### src/rtl/vga_tile_pkg.sv
// Shared definitions for the VGA tile line fetcher: default widths and the
// prefetch FSM state encoding.
package vga_tile_pkg;

    localparam int DEF_ADDR_W  = 16;
    localparam int DEF_DATA_W  = 16;
    localparam int DEF_PIC_W   = 9;
    localparam int DEF_X_TILES = 32;
    localparam int DEF_XW      = 5;
    localparam int DEF_YW      = 4;

    typedef enum logic [1:0] {
        IDLE = 2'd0,
        CALC = 2'd1,
        REQ  = 2'd2
    } fetch_state_t;

endpackage

### src/rtl/vga_line_buffer.sv
// Ping-pong line buffer: two banks of X_TILES entries. One bank is written by
// the prefetcher while the other is read by the bit generator through a
// registered read port (1-cycle latency, out-of-range index reads as 0).
module vga_line_buffer
    import vga_tile_pkg::*;
#(
    parameter int ENTRY_W = DEF_PIC_W,
    parameter int X_TILES = DEF_X_TILES,
    parameter int XW      = DEF_XW
) (
    input  logic               clk,
    input  logic               reset,
    input  logic               wr_en,
    input  logic               wr_bank,
    input  logic [XW-1:0]      wr_idx,
    input  logic [ENTRY_W-1:0] wr_data,
    input  logic               rd_bank,
    input  logic [XW-1:0]      rd_idx,
    output logic [ENTRY_W-1:0] rd_data
);

    logic [ENTRY_W-1:0] bank0 [X_TILES];
    logic [ENTRY_W-1:0] bank1 [X_TILES];
    logic               rd_in_range;

    assign rd_in_range = (32'(rd_idx) < 32'(X_TILES));

    // Storage write: contents carry no reset, only the back bank is written.
    always_ff @(posedge clk) begin
        if (wr_en) begin
            if (wr_bank) begin
                bank1[wr_idx] <= wr_data;
            end else begin
                bank0[wr_idx] <= wr_data;
            end
        end
    end

    // Registered read from the front bank; indices past the row read as zero.
    always_ff @(posedge clk or posedge reset) begin
        if (reset) begin
            rd_data <= '0;
        end else if (!rd_in_range) begin
            rd_data <= '0;
        end else if (rd_bank) begin
            rd_data <= bank1[rd_idx];
        end else begin
            rd_data <= bank0[rd_idx];
        end
    end

endmodule

### src/rtl/vga_tile_line_fetcher.sv
// VGA tile line fetcher: prefetches one row of tile numbers into the back half
// of a ping-pong line buffer over a req/ack memory port while the bit
// generator reads the front half. Optional macro VGA_TILE_ATTR_EN keeps the
// upper memory data bits as per-tile attributes and exposes them on pic_attr.
//
// Memory handshake: mem_req/mem_addr are driven from registers; a word is
// transferred in any cycle where mem_req and mem_ack are both high, with
// mem_data valid in that same cycle. mem_addr only moves after an accepted word.
module vga_tile_line_fetcher
    import vga_tile_pkg::*;
#(
    parameter int ADDR_W  = DEF_ADDR_W,
    parameter int DATA_W  = DEF_DATA_W,
    parameter int PIC_W   = DEF_PIC_W,
    parameter int X_TILES = DEF_X_TILES,
    parameter int XW      = DEF_XW,
    parameter int YW      = DEF_YW
) (
    input  logic              clk,
    input  logic              reset,
    input  logic [ADDR_W-1:0] start_address,
    input  logic [ADDR_W-1:0] row_length,
    input  logic [YW-1:0]     load_row,
    input  logic              line_load,
    input  logic              line_swap,
    input  logic [XW-1:0]     x_sup_pix,
    output logic [PIC_W-1:0]  pic_num,
`ifdef VGA_TILE_ATTR_EN
    output logic [DATA_W-PIC_W-1:0] pic_attr,
`endif
    output logic              mem_req,
    output logic [ADDR_W-1:0] mem_addr,
    input  logic              mem_ack,
    input  logic [DATA_W-1:0] mem_data,
    output logic              busy,
    output logic              underrun
);

    localparam logic [XW-1:0] LAST_IDX = XW'(X_TILES - 1);

`ifdef VGA_TILE_ATTR_EN
    localparam int ENTRY_W = DATA_W;
`else
    localparam int ENTRY_W = PIC_W;
`endif

    fetch_state_t      state;
    fetch_state_t      state_next;
    logic [ADDR_W-1:0] start_q;
    logic [ADDR_W-1:0] row_len_q;
    logic [YW-1:0]     row_q;
    logic [ADDR_W-1:0] base_q;
    logic [ADDR_W-1:0] row_base;
    logic [XW-1:0]     idx_q;
    logic              front_sel;
    logic              back_full;
    logic              last_word;
    logic              accept;
    logic [ENTRY_W-1:0] wr_data;
    logic [ENTRY_W-1:0] rd_data;

    assign busy      = (state != IDLE);
    assign mem_req   = (state == REQ);
    assign last_word = (idx_q == LAST_IDX);
    // A word is only stored when no load or swap redirects the fetch this cycle.
    assign accept    = mem_req && mem_ack && !line_load && !line_swap;
    assign row_base  = start_q + row_len_q * ADDR_W'(row_q);

`ifdef VGA_TILE_ATTR_EN
    assign wr_data  = mem_data;
    assign pic_num  = rd_data[PIC_W-1:0];
    assign pic_attr = rd_data[DATA_W-1:PIC_W];
`else
    logic unused_data_hi;
    assign unused_data_hi = ^mem_data[DATA_W-1:PIC_W];
    assign wr_data  = mem_data[PIC_W-1:0];
    assign pic_num  = rd_data;
`endif

    // FSM state register.
    always_ff @(posedge clk or posedge reset) begin
        if (reset) begin
            state <= IDLE;
        end else begin
            state <= state_next;
        end
    end

    // Next state: a load always restarts address calculation; a swap aborts a fetch.
    always_comb begin
        state_next = state;
        if (line_load) begin
            state_next = CALC;
        end else begin
            case (state)
                IDLE:    state_next = IDLE;
                CALC:    state_next = REQ;
                REQ: begin
                    if (line_swap || (mem_ack && last_word)) begin
                        state_next = IDLE;
                    end
                end
                default: state_next = IDLE;
            endcase
        end
    end

    // Datapath: buffer roles, fill status, request latching and address stepping.
    always_ff @(posedge clk or posedge reset) begin
        if (reset) begin
            start_q   <= '0;
            row_len_q <= '0;
            row_q     <= '0;
            base_q    <= '0;
            idx_q     <= '0;
            mem_addr  <= '0;
            front_sel <= 1'b0;
            back_full <= 1'b0;
            underrun  <= 1'b0;
        end else begin
            if (line_swap) begin
                front_sel <= ~front_sel;
                back_full <= 1'b0;
                if (!back_full) begin
                    underrun <= 1'b1;
                end
            end
            if (line_load) begin
                start_q   <= start_address;
                row_len_q <= row_length;
                row_q     <= load_row;
                idx_q     <= '0;
                back_full <= 1'b0;
            end else if (state == CALC) begin
                base_q   <= row_base;
                mem_addr <= row_base;
            end else if (accept) begin
                if (last_word) begin
                    back_full <= 1'b1;
                end else begin
                    idx_q    <= idx_q + XW'(1);
                    mem_addr <= base_q + ADDR_W'(idx_q) + ADDR_W'(1);
                end
            end
        end
    end

    vga_line_buffer #(
        .ENTRY_W (ENTRY_W),
        .X_TILES (X_TILES),
        .XW      (XW)
    ) u_line_buffer (
        .clk     (clk),
        .reset   (reset),
        .wr_en   (accept),
        .wr_bank (~front_sel),
        .wr_idx  (idx_q),
        .wr_data (wr_data),
        .rd_bank (front_sel),
        .rd_idx  (x_sup_pix),
        .rd_data (rd_data)
    );

endmodule

### config.mk
export PLATFORM = sky130hd
export DESIGN_NAME = vga_tile_line_fetcher
export DESIGN_NICKNAME = d
export VERILOG_FILES = /design/src/rtl/vga_tile_pkg.sv /design/src/rtl/vga_line_buffer.sv /design/src/rtl/vga_tile_line_fetcher.sv
export SDC_FILE = /design/constraint.sdc
export NUM_CORES = 1
export LEC_CHECK = 0
export CAP_MARGIN = 40
export CORE_MARGIN = 3
export CORE_UTILIZATION = 55
export CTS_CLUSTER_DIAMETER = 100
export DETAILED_ROUTE_END_ITERATION = 10
export HOLD_SLACK_MARGIN = 0.08
export PLACE_DENSITY_LB_ADDON = 0.1
export SETUP_SLACK_MARGIN = 0.4
export SYNTH_ARGS = -nofsm -noshare
export SYNTH_HDL_FRONTEND = slang
export SYNTH_HIERARCHICAL = 1
export SYNTH_SLANG_ARGS = --single-unit
### constraint.sdc
create_clock -name clk -period 11.4 [get_ports clk]
set_input_delay 1.71 -clock clk [delete_from_list [all_inputs] [get_ports clk]]
set_output_delay 1.71 -clock clk [all_outputs]
set_load 0.03 [all_outputs]
==> metrics.txt, run 1 <==
initial antenna violation count 2; Setup-failing EPs final 0; post-placement cell count around 2400; number of remaining DRC errors 0; Synth Area in XOR/XNOR about 1.0%; I/O pin cnt 90; floorplan core area between 0.05 and 0.06 mm2; Sw Ratio a little over a quarter; top cells by count, synth edfxtp_1 (576), mux4_2 (144), nor2_1 (103), nand2_1 (92), dfrtp_1 (87); area leader, netlist edfxtp_1; drt initial violations around 1300; Cell Rows between 80 and 90; compound-cell area share of the yosys netlist around 4.2%; Routed WL per cell ~24 um; clock latency at the later pin of the worst-skew pair approximately 600 ps; via count 14870; hold path endpoint underrun; GR peak layer met2; dpl hpwl approximately 40000 um; Synth-to-Final Area Change 15.74%; clock root buffer clkbuf_16; routability cong. about 0.8; Final Critical Period between 4000 and 5000 ps; Slew @ Worst Pin about 960 ps; Final Max Tran Viols 0; NetSw 1.617 mW; DR vias/cell 5.969; Post-DRT Antenna Nets 0; most frequent cell after synthesis edfxtp_1; Rel. slew slack 35.61%; Reg-to-Reg Start row_q[1]; Post-Syn Area between 0.02 and 0.03 mm2; fraction of layout cells with a size suffix above 1 about a fifth; Hold Buf Count CTS 0; final setup TNS 0 ps; min-delay src underrun; Mean Syn Cell Area around 17 um2; grt met3 use between 4 and 5%; FF-to-FF End mem_addr[13]; Simple-Gate Fraction of Synth Area roughly 5.8%; Routed WL around 61000 um; CP Class flop to flop; sequential-to-total area share from yosys stat a little over two thirds; crit start category flop; Comb power frac 17.5%; Async S/R FF share, synth 13.12%; CP Data Arrival Time 4710 ps; power density cells 191.2 mW/mm2; met1 Usage GRT 33.25%; main combinational cell family by area after synthesis multiplexers; Max Clock Skew around 17 ps; critical path required time about 12000 ps; clock buffer depth 3; synth warn 6; unrepaired setup endpoints after global routing false; Post-layout nets between 1500 and 2000; Synth Area in Adders just under 4%; Min-Delay Path Class flop to flop; drt pass-1 iters 5; clock sink total approximately 660; die area 0.05367 mm2; Cell variety after synth 63; share of total power in sequential cells 44.9%; Fill cells ~3600; Internal roughly 4.6 mW; GRT Total Usage roughly a quarter; Die X-Extent around 230 um; worst hold path cell count 1; R2R Setup Slk ~7000 ps; post-CTS setup buffers 0; CTS tree yes; Starting Density between 50% and 60%; ant diodes 0; Mapped Cells approximately 1600; Post-Layout Cell Count roughly 2500; Post-synth EDFFs 576; post-synth net total roughly 1700; status finished, final reports clean; period utilization 37.02%; largest cells by area after synthesis edfxtp_1 (62%), mux4_2 (12%), dfrtp_1 (7.8%); cts repair resizes 0; VDD IR max about 0.0002 V; area share of the largest cell type after synthesis about three fifths; CP Max Fanout 16; H-tree depth 3; reg2reg path depth 12; Buffers on Ports 82; Crit. End Element flop; multi-input logic area 0.007896 mm2; mux contribution to synthesized area about an eighth; clock share of power between 30 and 40%; GR Overflow Total 0; first-pass GRT wire length between 90000 and 100000 um; register bit count reported by yosys between 600 and 700; Fmax around 240 MHz; Leak Pwr about 11 nW; final hold viol count 0; met2 Use GR a little over a third; TritonCTS Buffers 70; vias in the first global route approximately 15000; Reg clk slew, reported paths 60 ps; Max Cap Viol 0; FF/Latch Area 0.01947 mm2; Top FF cell, synth edfxtp_1; Die Y around 230 um; pin count of the biggest net entering global routing 71
metrics by stage:
stage | area, um2 | setup WS [ps] | util [%] | hold WS, ps | power [mW]
floorplan | 28010 | 7550 | - | 452.3 | 3.567
global placement | 29330 | 6216 | 58.34 | 437.5 | 3.902
detailed placement | 30040 | 6810 | 59.76 | 447.5 | 3.924
CTS | 32420 | 7149 | 64.48 | 460.3 | 6.261
global route | 32420 | 6920 | 64.48 | 483.5 | 6.462
finish | 32420 | 7180 | 64.48 | 456.7 | 6.197
worst max-delay path, stage by stage, from the launching register on:
cell and delay (ps):
dfrtp_1 640, nand2_1 150, fa_1 580, fa_1 430, fa_1 490, inv_1 40, ha_1 350, a211oi_1 280
nor2_1 140, o31ai_2 390, o211ai_1 160, xnor2_1 170, a221oi_1 280
cell usage in the layout, fill, tap and decap left out, types with 12 or more instances in the layout:
| cell | count |
|---|---|
| ha_1 | 26 |
| nor2b_1 | 17 |
| inv_1 | 68 |
| nor3_1 | 21 |
| o22ai_1 | 16 |
| nor2_1 | 103 |
| nand3_1 | 23 |
| a21oi_1 | 28 |
| clkdlybuf4s50_1 | 69 |
| edfxtp_1 | 576 |
| nand2_1 | 92 |
| and2_1 | 46 |
| nand2b_1 | 14 |
| clkinv_2 | 18 |
| xnor2_1 | 22 |
| mux4_2 | 144 |
| fa_1 | 39 |
| dfrtp_1 | 87 |
| buf_4 | 56 |
| clkbuf_16 | 73 |
| o21ai_0 | 41 |
| mux2_2 | 29 |
| clkbuf_1 | 12 |
| mux2i_1 | 15 |
flip-flops by register name, indices dropped and copies added (netlist names):
register               cells
row_q                      4
row_len_q                 16
u_line_buffer/bank1      288
front_sel                  1
base_q                    16
mem_addr                  16
back_full                  1
u_line_buffer/bank0      288
state                      2
idx_q                      5
u_line_buffer/rd_data      9
start_q                   16
underrun                   1
power by group through the flow:
| stage | combinational [mW] | clock, mW | sequential, mW |
|---|---|---|---|
| after global placement | 1.07 | 0 | 2.83 |
| after CTS | 1.10 | 2.38 | 2.78 |
| final | 1.09 | 2.33 | 2.78 |
| after floorplan | 0.667 | 0 | 2.90 |
| after global routing | 1.19 | 2.48 | 2.79 |
| after detailed placement | 1.09 | 0 | 2.83 |
final cells by class:
class                      instances  area share, %
clock buffer                      89          5.944
clock inverter                    38          1.378
inverter                          69         0.8028
multi-input combinational        802          24.36
sequential                       663          60.07
tap                              672          2.594
timing repair buffer             159          4.848
how the worst max path moves through the flow:
stage                      start                          to  cells past startpoint
floorplan               row_q[1]                mem_addr[14]                     15
global placement    x_sup_pix[1]    u_line_buffer/rd_data[4]                      7
detailed placement     line_swap  u_line_buffer/bank1[11][7]                      6
CTS                     row_q[1]                mem_addr[13]                     12
global route            row_q[1]                mem_addr[13]                     12
finish                  row_q[1]                mem_addr[13]                     12
routing by layer:
| layer | share of wire [%] | vias up |
|---|---|---|
| li1 | - | 6553 |
| met1 | 42 | 7725 |
| met2 | 48 | 488 |
| met3 | 7.4 | 104 |
| met4 | 3.1 | 4 |
| met5 | 0.043 | - |
cells by family after synthesis:
kind of cell / Yosys count
AO/OA/AOI/OAI: 175
XOR/XNOR: 33
adder cells (fa/ha/maj): 65
buffers and inverters: 147
flip-flops: 663
multiplexers: 188
AND/OR/NAND/NOR: 341
Note: power is estimated with default switching activity, not from simulation.
==> inputs of run 2 (changes only) <==
clock period = 4.1 ns   (was 11.4 ns; I/O delays follow)
==> run 2 against run 1 <==
Net effect:
- register-to-register slack worse by 6900 ps
- first-iteration DRC count grew 7.7%
- clock skew shrank 2.7 ps
- worst hold slack gained 25 ps
- core utilization increased by 0.34 points
- critical path type unchanged
- critical path depth grew 2
- routed wire length rose by 2.6%
- worst setup slack got worse by 6900 ps
==> metrics.txt, run 2 (synthesis gave the netlist of run 1 again) <==
CTS tree yes; Routed WL per cell 24.61 um (+0.97%); Leak Pwr 11.23 nW (+0.61%); worst setup margin 285.4 ps (-6894 ps); CP Class flop to flop; min-delay src base_q[2]; Core Util, Final 64.82% (+0.34 points); most frequent cells in the layout edfxtp_1 (576), mux4_2 (144), buf_4 (115), nor2_1 (100), nand2_1 (92); power density cells 523.2 mW/mm2 (+170%); Crit. End Element flop; Setup-failing EPs final 0 (unchanged); Routed WL 62320 um (+2.6%); worst hold path cell count 2 (+1); pin count of the biggest net entering global routing 65 (-8.5%); Hold Buf Count CTS 0 (unchanged); DR vias/cell 5.981 (+0.20%); Reg-to-Reg Start row_q[1]; Final Max Tran Viols 0 (unchanged); reg2reg path depth 14 (+2); Min-Delay Path Class flop to flop; GRT Total Usage 24.01% (+0.63 points); R2R Setup Slk 290 ps (-6890 ps); Die X-Extent 231.7 um (unchanged); status finished, final reports clean; floorplan core area 0.05027 mm2 (unchanged); period utilization 93.04% (+56 points); Fill cells 3560 (-0.39%); clock sink total 663 (unchanged); I/O pin cnt 90 (unchanged); clock latency at the later pin of the worst-skew pair 600 ps (about the same); CP Data Arrival Time 4340 ps (-370 ps); Die Y 231.7 um (unchanged); drt pass-1 iters 5 (unchanged); Cell Rows 82 (unchanged); leading cell type in the layout, fill and taps excluded edfxtp_1; number of remaining DRC errors 0 (unchanged); Post-layout nets 1938 (+2.4%); vias in the first global route 15430 (+1.8%); top flop regs u_line_buffer/bank0: 288 flops, u_line_buffer/bank1: 288 flops; crit start category flop; dpl cell area 0.03021 mm2 (+0.55%); Synth-to-Final Area Change 16.35%; CP Max Fanout 6 (-10); clock root buffer clkbuf_16; Slew @ Worst Pin 914.5 ps (-43.98 ps); critical path required time 4620 ps (-7270 ps); pre-CTS WS 134.9 ps (-6675 ps); final instance area 0.03259 mm2 (+0.53%); final hold viol count 0 (unchanged); Rel. slew slack 39.04% (+3.4 points); ant diodes 0 (unchanged); fraction of layout cells with a size suffix above 1 24.41% (+3.1 points); Max Cap Viol 0 (unchanged); clock buffer depth 3 (unchanged); routability cong. 0.8640 (+8.0%); first-pass GRT wire length 95280 um (+2.5%); Final Critical Period 3815 ps (-405.6 ps); Reg clk slew, reported paths 60 ps (about the same); dpl hpwl 41070 um (+2.5%); die area 0.05367 mm2 (unchanged); FF-to-FF End mem_addr[10]; Post-DRT Antenna Nets 0 (unchanged); Fmax 262.2 MHz (+11%); hold path endpoint base_q[2]; initial antenna violation count 0 (-2); Max Clock Skew 14.18 ps (-2.653 ps); TritonCTS Buffers 68 (-2.9%); VDD IR max 0.0003759 V (+92%); via count 15140 (+1.8%); H-tree depth 3 (unchanged); unrepaired setup endpoints after global routing true; Starting Density 55.71% (unchanged); GR Overflow Total 0 (unchanged); Buffers on Ports 82 (unchanged); final setup TNS 0 ps (unchanged); drt initial violations 1350 (+7.7%)
==> run 2: critical path, cell delays in order, from the launching register on <==
cell	delay, ps
dfrtp_2	450
and2_1	170
fa_2	470
fa_1	480
inv_1	50
fa_1	480
inv_1	50
ha_2	190
and2_4	160
o2111a_1	280
nor2_4	160
a21boi_2	90
o21a_1	200
or3_4	390
a21oi_2	130
==> run 2: worst max-delay path by stage <==
stage / start / endpoint / slack [ps] / depth (start not counted)
6_report: row_q[1] / mem_addr[10] / 290 / 14
4_1_cts: row_q[1] / mem_addr[14] / 310 / 14
2_1_floorplan: row_q[2] / mem_addr[14] / 390 / 15
3_5_place_dp: row_q[3] / base_q[12] / 130 / 14
3_3_place_gp: row_q[2] / mem_addr[14] / 120 / 14
5_1_grt: row_q[1] / mem_addr[10] / 140 / 15
==> run 2: power by group <==
| group | switching [mW] | total (mW) | leakage [nW] | internal, mW |
|---|---|---|---|---|
| sequential | 0.171 | 7.74 | 6.21 | 7.57 |
| clock | 2.46 | 5.66 | 0.989 | 3.19 |
| combinational | 2.01 | 3.66 | 4.03 | 1.65 |
==> run 2: metal layers <==
metal | global-route usage (%) | routed length, um | vias to the layer above
met1 | 34.18 | 26070 | 7928
met2 | 38.78 | 30720 | 502
met3 | 4.400 | 4243 | 83
li1 | - | - | 6630
met5 | 0 | 0 | -
met4 | 6.739 | 1288 | 0
==> run 2: layout make-up <==
cell class / instances / area (um2) / area share [%]
clock buffer: 89 / 1854 / 5.690
clock inverter: 30 / 163.9 / 0.5030
inverter: 69 / 260.3 / 0.7986
multi-input combinational: 802 / 8150 / 25.01
sequential: 663 / 19480 / 59.77
tap: 672 / 840.8 / 2.580
timing repair buffer: 207 / 1839 / 5.644
==> run 2: timing repair <==
action                     in CTS  in global routing
setup endpoints to repair      15                 18
pin swaps                      23                 27
gates resized for setup        32                 21
buffers inserted               12                  5
==> run 2: metrics by stage <==
step	power, mW	hold slack [ps]	cells
after global placement	10.95	442.4	2390
after CTS	16.95	467.8	2527
after detailed placement	11.00	455.9	2396
after global routing	17.80	484.7	2532
final	17.05	481.3	2532
after floorplan	9.996	442.9	1612
==> inputs of run 3 (changes only) <==
HOLD_SLACK_MARGIN = unset   (was 0.08)
==> results of run 3 <==
The final DEF is identical to that of run 2; final timing and power are the same.
